==> config.mk <==
export PLATFORM = sky130hd
export DESIGN_NAME = base_station_ho
export DESIGN_NICKNAME = d
export VERILOG_FILES = /design/src/rtl/base_station_ho.sv
export SDC_FILE = /design/constraint.sdc
export NUM_CORES = 1
export LEC_CHECK = 0
export ABC_AREA = 1
export ABC_CLOCK_PERIOD_IN_PS = 2520
export CORE_ASPECT_RATIO = 1.4
export CORE_UTILIZATION = 48
export DETAILED_ROUTE_END_ITERATION = 8
export MAX_ROUTING_LAYER = met4
export PLACE_DENSITY = 0.8
export SYNTH_ARGS = -nofsm -noshare
export SYNTH_HDL_FRONTEND = slang
export SYNTH_SLANG_ARGS = --single-unit
==> constraint.sdc <==
create_clock -name clk -period 2.52 [get_ports clk]
set_input_delay 0.378 -clock clk [delete_from_list [all_inputs] [get_ports clk]]
set_output_delay 0.378 -clock clk [all_outputs]
set_load 0.1 [all_outputs]
==> src/rtl/base_station_ho.sv <==
// Base-station handover controller: serves a device, watches its link
// quality and hands it over to a peer station when quality stays low.
// Ports:
//   clk, reset            - clock, synchronous active-high reset
//   peer_target_in        - peers naming this station as handover target
//   dm_sq                 - link quality reported by the device
//   dm_target_valid/dm_target - device's proposed best station
//   sv_data               - server payload
//   dm_respond/dm_request - serving flag / request for a better station
//   dm_data               - payload forwarded to the device
//   peer_target_out       - one-hot handover notification to peers
//   sv_target/sv_target_valid - new serving station reported to server
//   ho_fail               - aborted handover strobe
module base_station_ho #(
    parameter int NUM_BS    = 3,
    parameter int BS_ID     = 1,
    parameter int SQ_W      = 8,
    parameter int SQ_THRESH = 50,
    parameter int HYST      = 3,
    parameter int TIMEOUT   = 8,
    parameter int DATA_W    = 8,
    localparam int ID_W     = (NUM_BS > 1) ? $clog2(NUM_BS) : 1
) (
    input  logic              clk,
    input  logic              reset,
    input  logic [NUM_BS-1:0] peer_target_in,
    input  logic [SQ_W-1:0]   dm_sq,
    input  logic              dm_target_valid,
    input  logic [ID_W-1:0]   dm_target,
    input  logic [DATA_W-1:0] sv_data,
    output logic              dm_respond,
    output logic              dm_request,
    output logic [DATA_W-1:0] dm_data,
    output logic [NUM_BS-1:0] peer_target_out,
    output logic [ID_W-1:0]   sv_target,
    output logic              sv_target_valid,
    output logic              ho_fail
);

    localparam int HC_W = (HYST > 0) ? $clog2(HYST + 1) : 1;
    localparam int WC_W = (TIMEOUT > 0) ? $clog2(TIMEOUT + 1) : 1;

    localparam logic [HC_W-1:0]   HYST_C = HC_W'(HYST);
    localparam logic [WC_W-1:0]   TO_C   = WC_W'(TIMEOUT);
    localparam logic [SQ_W-1:0]   SQ_LIM = SQ_W'(SQ_THRESH);
    localparam logic [ID_W-1:0]   SELF   = ID_W'(BS_ID);
    localparam logic [ID_W:0]     NB_C   = (ID_W + 1)'(NUM_BS);
    localparam logic [NUM_BS-1:0] SELF_M = NUM_BS'(1) << BS_ID;

    typedef enum logic [2:0] {
        IDLE,
        TARGET,
        SOURCE,
        CHECK_SQ,
        NOTIFY_BS,
        NOTIFY_SV
    } state_t;

    state_t          state;
    logic [HC_W-1:0] lo_cnt;
    logic [HC_W-1:0] lo_next;
    logic [WC_W-1:0] wait_cnt;
    logic [WC_W-1:0] wait_next;
    logic [ID_W-1:0] tgt;
    logic            peer_hit;
    logic            tgt_ok;

    // Our own bit in peer_target_in is meaningless and masked off.
    assign peer_hit  = |(peer_target_in & ~SELF_M);
    assign tgt_ok    = {1'b0, dm_target} < NB_C;
    assign wait_next = wait_cnt + WC_W'(1);

    // Low-quality run length, saturating at HYST.
    always_comb begin
        lo_next = '0;
        if (dm_sq < SQ_LIM) begin
            lo_next = (lo_cnt == HYST_C) ? lo_cnt : lo_cnt + HC_W'(1);
        end
    end

    always_ff @(posedge clk) begin
        if (reset) begin
            state           <= IDLE;
            lo_cnt          <= '0;
            wait_cnt        <= '0;
            tgt             <= '0;
            dm_respond      <= 1'b0;
            dm_request      <= 1'b0;
            dm_data         <= '0;
            peer_target_out <= '0;
            sv_target       <= '0;
            sv_target_valid <= 1'b0;
            ho_fail         <= 1'b0;
        end else begin
            sv_target_valid <= 1'b0;
            ho_fail         <= 1'b0;
            unique case (state)
                IDLE: begin
                    dm_respond <= peer_hit;
                    if (peer_hit) state <= TARGET;
                end
                TARGET: begin
                    dm_respond <= 1'b1;
                    state      <= SOURCE;
                end
                SOURCE: begin
                    dm_respond      <= 1'b1;
                    dm_data         <= sv_data;
                    peer_target_out <= '0;
                    lo_cnt          <= lo_next;
                    if (lo_next == HYST_C) begin
                        state      <= CHECK_SQ;
                        dm_request <= 1'b1;
                        wait_cnt   <= '0;
                    end
                end
                CHECK_SQ: begin
                    // A valid answer wins over a timeout in the same cycle.
                    if (dm_target_valid) begin
                        dm_request <= 1'b0;
                        wait_cnt   <= '0;
                        lo_cnt     <= '0;
                        if (dm_target == SELF) begin
                            state <= SOURCE;
                        end else if (!tgt_ok) begin
                            state   <= SOURCE;
                            ho_fail <= 1'b1;
                        end else begin
                            tgt             <= dm_target;
                            peer_target_out <= NUM_BS'(1) << dm_target;
                            dm_respond      <= 1'b0;
                            state           <= NOTIFY_BS;
                        end
                    end else if (wait_next == TO_C) begin
                        state      <= SOURCE;
                        ho_fail    <= 1'b1;
                        dm_request <= 1'b0;
                        wait_cnt   <= '0;
                        lo_cnt     <= '0;
                    end else begin
                        wait_cnt <= wait_next;
                    end
                end
                NOTIFY_BS: begin
                    peer_target_out <= '0;
                    sv_target       <= tgt;
                    sv_target_valid <= 1'b1;
                    state           <= NOTIFY_SV;
                end
                NOTIFY_SV: begin
                    state <= IDLE;
                end
                default: begin
                    state <= IDLE;
                end
            endcase
        end
    end

endmodule

# Word-level counts from Yosys, hierarchy flattened
# Index checks and enable logic that the tools add are counted.
# Widths: inputs -> output; s select.
[word_totals] out_inout_bits=17 input_bits=24 ff_bits=28 mem_count=0 latch_bits=0 mem_bits_ro=0 word_cells=80 ram_bits=0
[classes] n_eq_ne=14 n_lt_le_gt_ge=2 muxes=33 shifts=1 n_mul=0 n_addsub=2 n_div=0 n_bitwise=2 n_reduce_logical=15
[ops] op="$mux 3" n=9
[ops] op="$pmux 3 s5" n=1
[ops] op="$mux 4" n=3
[ops] op="$reduce_and 4->1" n=3
[ops] op="$mux 1" n=11
[ops] op="$ne 2x2->1 const B" n=5
[ops] op="$lt 8x6->1 const B" n=1
[ops] op="$mux 2" n=4
[ops] op="$pmux 4 s2" n=1
[ops] op="$reduce_or 2->1" n=4
[ops] op="$eq 3x2->1 const B" n=2
[ops] op="$pmux 3 s2" n=1
[ops] op="$reduce_and 3->1" n=2
[ops] op="$add 4x1->4 const B" n=1
[ops] op="$eq 2x2->1 const B" n=2
[ops] op="$eq 4x4->1 const B" n=1
[ops] op="$pmux 2 s2" n=1
[ops] op="$reduce_and 2->1" n=2
[ops] op="$reduce_bool 2->1" n=2
[ops] op="$eq 3x1->1 const B" n=1
[ops] op="$eq 3x3->1 const B" n=1
[ops] op="$logic_not 3->1" n=1
[ops] op="$ne 3x3->1 const B" n=1
[ops] op="$pmux 1 s3" n=1
[ops] op="other kinds (7)" n=8

# Depth between registers and ports, before layout
[logic_depth] word_depth=6 mapped_depth=11

# Least setup slack after synthesis
# OpenSTA, ideal clock, no wires.
[synth_path] kind="register to register" start="reg sv_target[0] (netlist name)" end="reg sv_target[0]" path_stages_with_launch=3 period_less_slack_ns=1.316 n_path_buf=0 required_time_ns=2.449 setup_slack_ns=1.204 t_arrival_ns=1.245 path_cell_list="dfxtp_1 -> o21ai_0 -> a21oi_1"
[synth_rtl] element="end signal, assigned" line="146" text="sv_target <= tgt;"
[synth_rtl] element="end, declared" line="35" text="output logic [ID_W-1:0] sv_target,"

# Worst setup path after layout
[layout_path] start="reg wait_cnt[0]" end="reg lo_cnt[1]"
[layout_between] elab_chain_cells=4
[layout_rtl] element="start, declared" line="62" text="logic [WC_W-1:0] wait_cnt;"
[layout_rtl] element="start signal, assigned" line="141" text="wait_cnt <= wait_next;"
[layout_rtl] element="$add 4x1->4" line="71" text="assign wait_next = wait_cnt + WC_W'(1);"
[layout_rtl] element="$eq 4x4->1" line="134" text="end else if (wait_next == TO_C) begin"
[layout_rtl] element="$ne 3x3->1 (no line)"
[layout_rtl] element="$reduce_and 2->1 (no line)"
[layout_rtl] element="end signal, assigned" line="110" text="lo_cnt <= lo_next;"
[layout_rtl] element="end, declared" line="60" text="logic [HC_W-1:0] lo_cnt;"
# No other way between the ends.
# A chain may end at the register's enable or synchronous reset.

==> results by stage <==
Detailed routing:
- The post-detailed-routing wire length is 2758 um.
- The routed via count divided by cell count is 4.879.
- After detailed routing, the average wire length per cell comes to 11.17 um.
- The number of nets with antenna violations after routing is 0.
- For this block, the initial DRC count from the detailed router was 30.
- The number of iterations in the first detailed-routing pass is 4.
- In the routed design, unresolved DRC markers number 0.
- The routed layout has 1205 vias.

Die:
- The die span in y is 62.68 um.
- For this configuration, the core starts out at a cell density of 51.66%.
- The die covers 2842 um^2.
- The placeable core region is 2444 um^2.
- The number of cell rows is 21.
- From left edge to right edge, the die measures 45.35 um.
- Pin placement for this block handled 41 I/O pins.

Placed design:
- The number of buffers added on ports is 38.
- The HPWL after detailed placement is 2124 um.
- At the end of routability-driven placement, the weighted congestion stood at 0.7602.
- In this run the cell area measured after placement is 1638 um^2.

GRT:
- The number of antenna violations at the first check in global routing came to 0.
- The remaining global-route overflow is 0.
- The first global-routing pass estimated 4974 um of wire.
- The overall global routing resource usage is 23.58%.
- The via count of the first global-routing pass was 1253.
- The largest net degree at the start of global routing is 17.

Cells and area:
- The post-route core utilization is 69.18%.
- The ratio of cells with drive above 1 in the final layout is 17.84%.
- The repair_antennas step left the layout with diodes totalling 0.
- The net count of the finished layout is 240.
- Leaving out fill and tap cells, the most frequent cells in the layout are nand2_1, nor2_1, dfxtp_1.
- The most common library cell in the layout ignoring fill and taps is nand2_1.
- The final standard cell area without fillers is 1690 um^2.
- The synthesis-to-finish area growth is 33.89%.

Status:
- The run finished with clean final reports.

Clock tree:
- The count of buffers added by post-CTS timing repair for setup is 0.
- In this run, post-CTS hold repair placed 0 buffers.
- The clock input transition at the sequential cells of the worst setup and hold paths is 150 ps.
- The root cell of the clock tree is clkbuf_4.
- The post-cts repair resize count is 0.
- The clock buffer count from CTS is 3.
- The maximum root-to-sink buffer count is 2.
- The number of levels in the clock H-tree is 1.
- The clock net in this run drives a total of 28 sinks.
- The TritonCTS clock tree is done.
- At the later pin of the worst-skew pair, clock insertion delay measures 330 ps.

Synth:
- The fraction of the yosys area taken by sequential cells is 44.40%.
- Synthesis handed over a netlist of 173 instances.
- The cell area that synthesis handed to floorplanning was 1262 um^2.
- Counting flops and latches in the post-synthesis netlist gives 28.
- During synthesis, Yosys emitted a total of 0 warnings.
- By area the synthesized netlist is led by dfxtp_1, nand2_1, nor2_1.
- The per-instance average area after synthesis is 7.297 um^2.
- The cell type contributing the most total cell area after synthesis is dfxtp_1.
- The area share of the largest cell type after synthesis is 44.40%.
- The number of nets handed over by synthesis was 199.
- The number of different library cells used by synthesis comes to 24.

Critical path:
- The startpoint of the worst register-to-register path is wait_cnt[0].
- The delay of the slowest cell on the worst path is 470 ps.
- The critical path starts at wait_cnt[0].
- The standard cell with the maximum stage delay on the critical path is dfxtp_1.
- The critical path is of the reg2reg type.
- In this design, the largest share of critical-path delay is due to simple AND/OR/NAND/NOR gates.
- STA classifies the critical path startpoint as a flop.
- The number of buffers and inverters on the critical path is 1.
- The critical path runs through a total of 10 cells.
- The setup check on the worst reg-to-reg path leaves a slack of 930 ps.
- For the worst setup path, the data arrival time is 1830 ps.
- Traced cell by cell, the critical path runs through ha_1 -> inv_1 -> nand2_1 -> nand2_1 -> nor2_1 -> nand2_1 -> nand2_2 -> nand2_2 -> a21oi_1 -> nor2_1.
- At the worst endpoint, the required time is 2760 ps.
- The library cell appearing most often on the critical path is nand2_1.
- The kind of end point of the critical path is a flop.
- The path depth of the worst reg2reg path is 10.
- The highest net fanout along the worst path is 6.

STA:
- The accumulated negative setup slack is 0 ps.
- The number of pins with negative max-slew slack in the final report was 0.
- In the finished design, the share of the clock period the worst path needs comes to 63.02%.
- The routed design could run at a clock period as short as 1588 ps.
- Between clock sinks in the finished design, the worst skew comes to 2.436 ps.
- Setup repair after global routing left no endpoint under its margin.
- The relative slew slack is 72.31%.
- The transition time of the tightest slew-check pin is 414.3 ps.
- The count of final setup violators is 0.
- The final-report hold violation count is 0.
- The achievable clock frequency is 0.6296 GHz.

Power:
- In this run the static leakage power is 0.7790 nW.
- The sum of internal, switching and leakage power is 0.001129 W.
- The worst-case IR drop observed on VDD is 0.5794 mV.
- The power per standard cell area is 668.2 nW/um^2.

Hold path:
- The launch instance of the worst min-delay path is dm_request.
- The path class of the lowest-slack min-delay path is reg2reg.
- The worst hold path was traced through 2 stages.

Run:
- The number of max-cap violations is 0.
[power by group]
group	internal, W	leakage [nW]	total, W	switching [W]
clock network	0.000161	0.0279	0.000296	0.000135
logic	0.0000978	0.523	0.000340	0.000242
registers	0.000474	0.228	0.000494	0.0000197
total	0.000733	0.779	0.00113	0.000397
[worst register-to-register path, stage by stage (launching register included)]
cell,delay [ps]
dfxtp_1,470
ha_1,210
inv_1,40
nand2_1,50
nand2_1,60
nor2_1,90
nand2_1,100
nand2_2,110
nand2_2,100
a21oi_1,190
nor2_1,70
[worst paths after layout]
| path | end |
|---|---|
| min | dm_request |
| min reg2reg | dm_request |
| max | lo_cnt[1] |
| max reg2reg | lo_cnt[1] |
[registers in the layout, indices dropped and copies added (netlist names)]
| name | flops |
|---|---|
| dm_data | 8 |
| wait_cnt | 4 |
| peer_target_out | 3 |
| state | 3 |
| lo_cnt | 2 |
| sv_target | 2 |
| tgt | 2 |
| dm_request | 1 |
| dm_respond | 1 |
| ho_fail | 1 |
| sv_target_valid | 1 |
[through the flow]
stage                     hold WS, ps  instances  setup slack (ps)
after detailed placement        435.9        243             749.9
after floorplan                 424.2        173              1204
final                           453.2        247             931.8
after global placement          426.2        243             772.9
after CTS                       456.4        247             930.0
after global routing            486.3        247             704.9
[synthesized netlist by cell type]
| cell type | number |
|---|---|
| buf_2 | 1 |
| nor3_1 | 2 |
| nor2_1 | 32 |
| inv_2 | 3 |
| clkbuf_1 | 2 |
| nand2_1 | 33 |
| o21ai_0 | 12 |
| inv_4 | 1 |
| nor2_2 | 2 |
| or2_2 | 1 |
| nor3_4 | 1 |
| nand3b_1 | 1 |
| nand2_2 | 3 |
| nand3_1 | 9 |
| nor2_4 | 1 |
| ha_1 | 2 |
| dfxtp_1 | 28 |
| nor2_8 | 2 |
| inv_1 | 19 |
| nand4_1 | 1 |
| nand3_2 | 1 |
| a21oi_2 | 1 |
| a21oi_1 | 14 |
| o2111ai_1 | 1 |
[routing by layer]
metal  wire, um  share of wire [%]  global-route usage [%]  up-vias
met1       1121                 41                   24.50      539
met3         79                2.9                   2.023        7
li1           -                  -                       -      625
met2       1493                 54                   43.12       34
met5          0                  0                       -        -
met4         64                2.3                   9.091        0
[layout make-up]
type	count	area [um^2]
clock inverters	1	30.03
repair buffers	39	345.3
well taps	34	42.54
clock buffers	3	22.52
fillers	222	753.2
flip-flops and latches	28	560.5
inverters	23	88.84
multi-input cells	119	600.6
[cells by family after synthesis]
kind of cell,Yosys count,share of synthesized area (%)
DFF,28,44.40
buffers and inverters,26,8.028
and+or+nand+nor,89,33.90
AOI/OAI and AO/OA,28,11.70
adders and majority gates,2,1.982
Note: power is estimated with default switching activity, not from simulation.
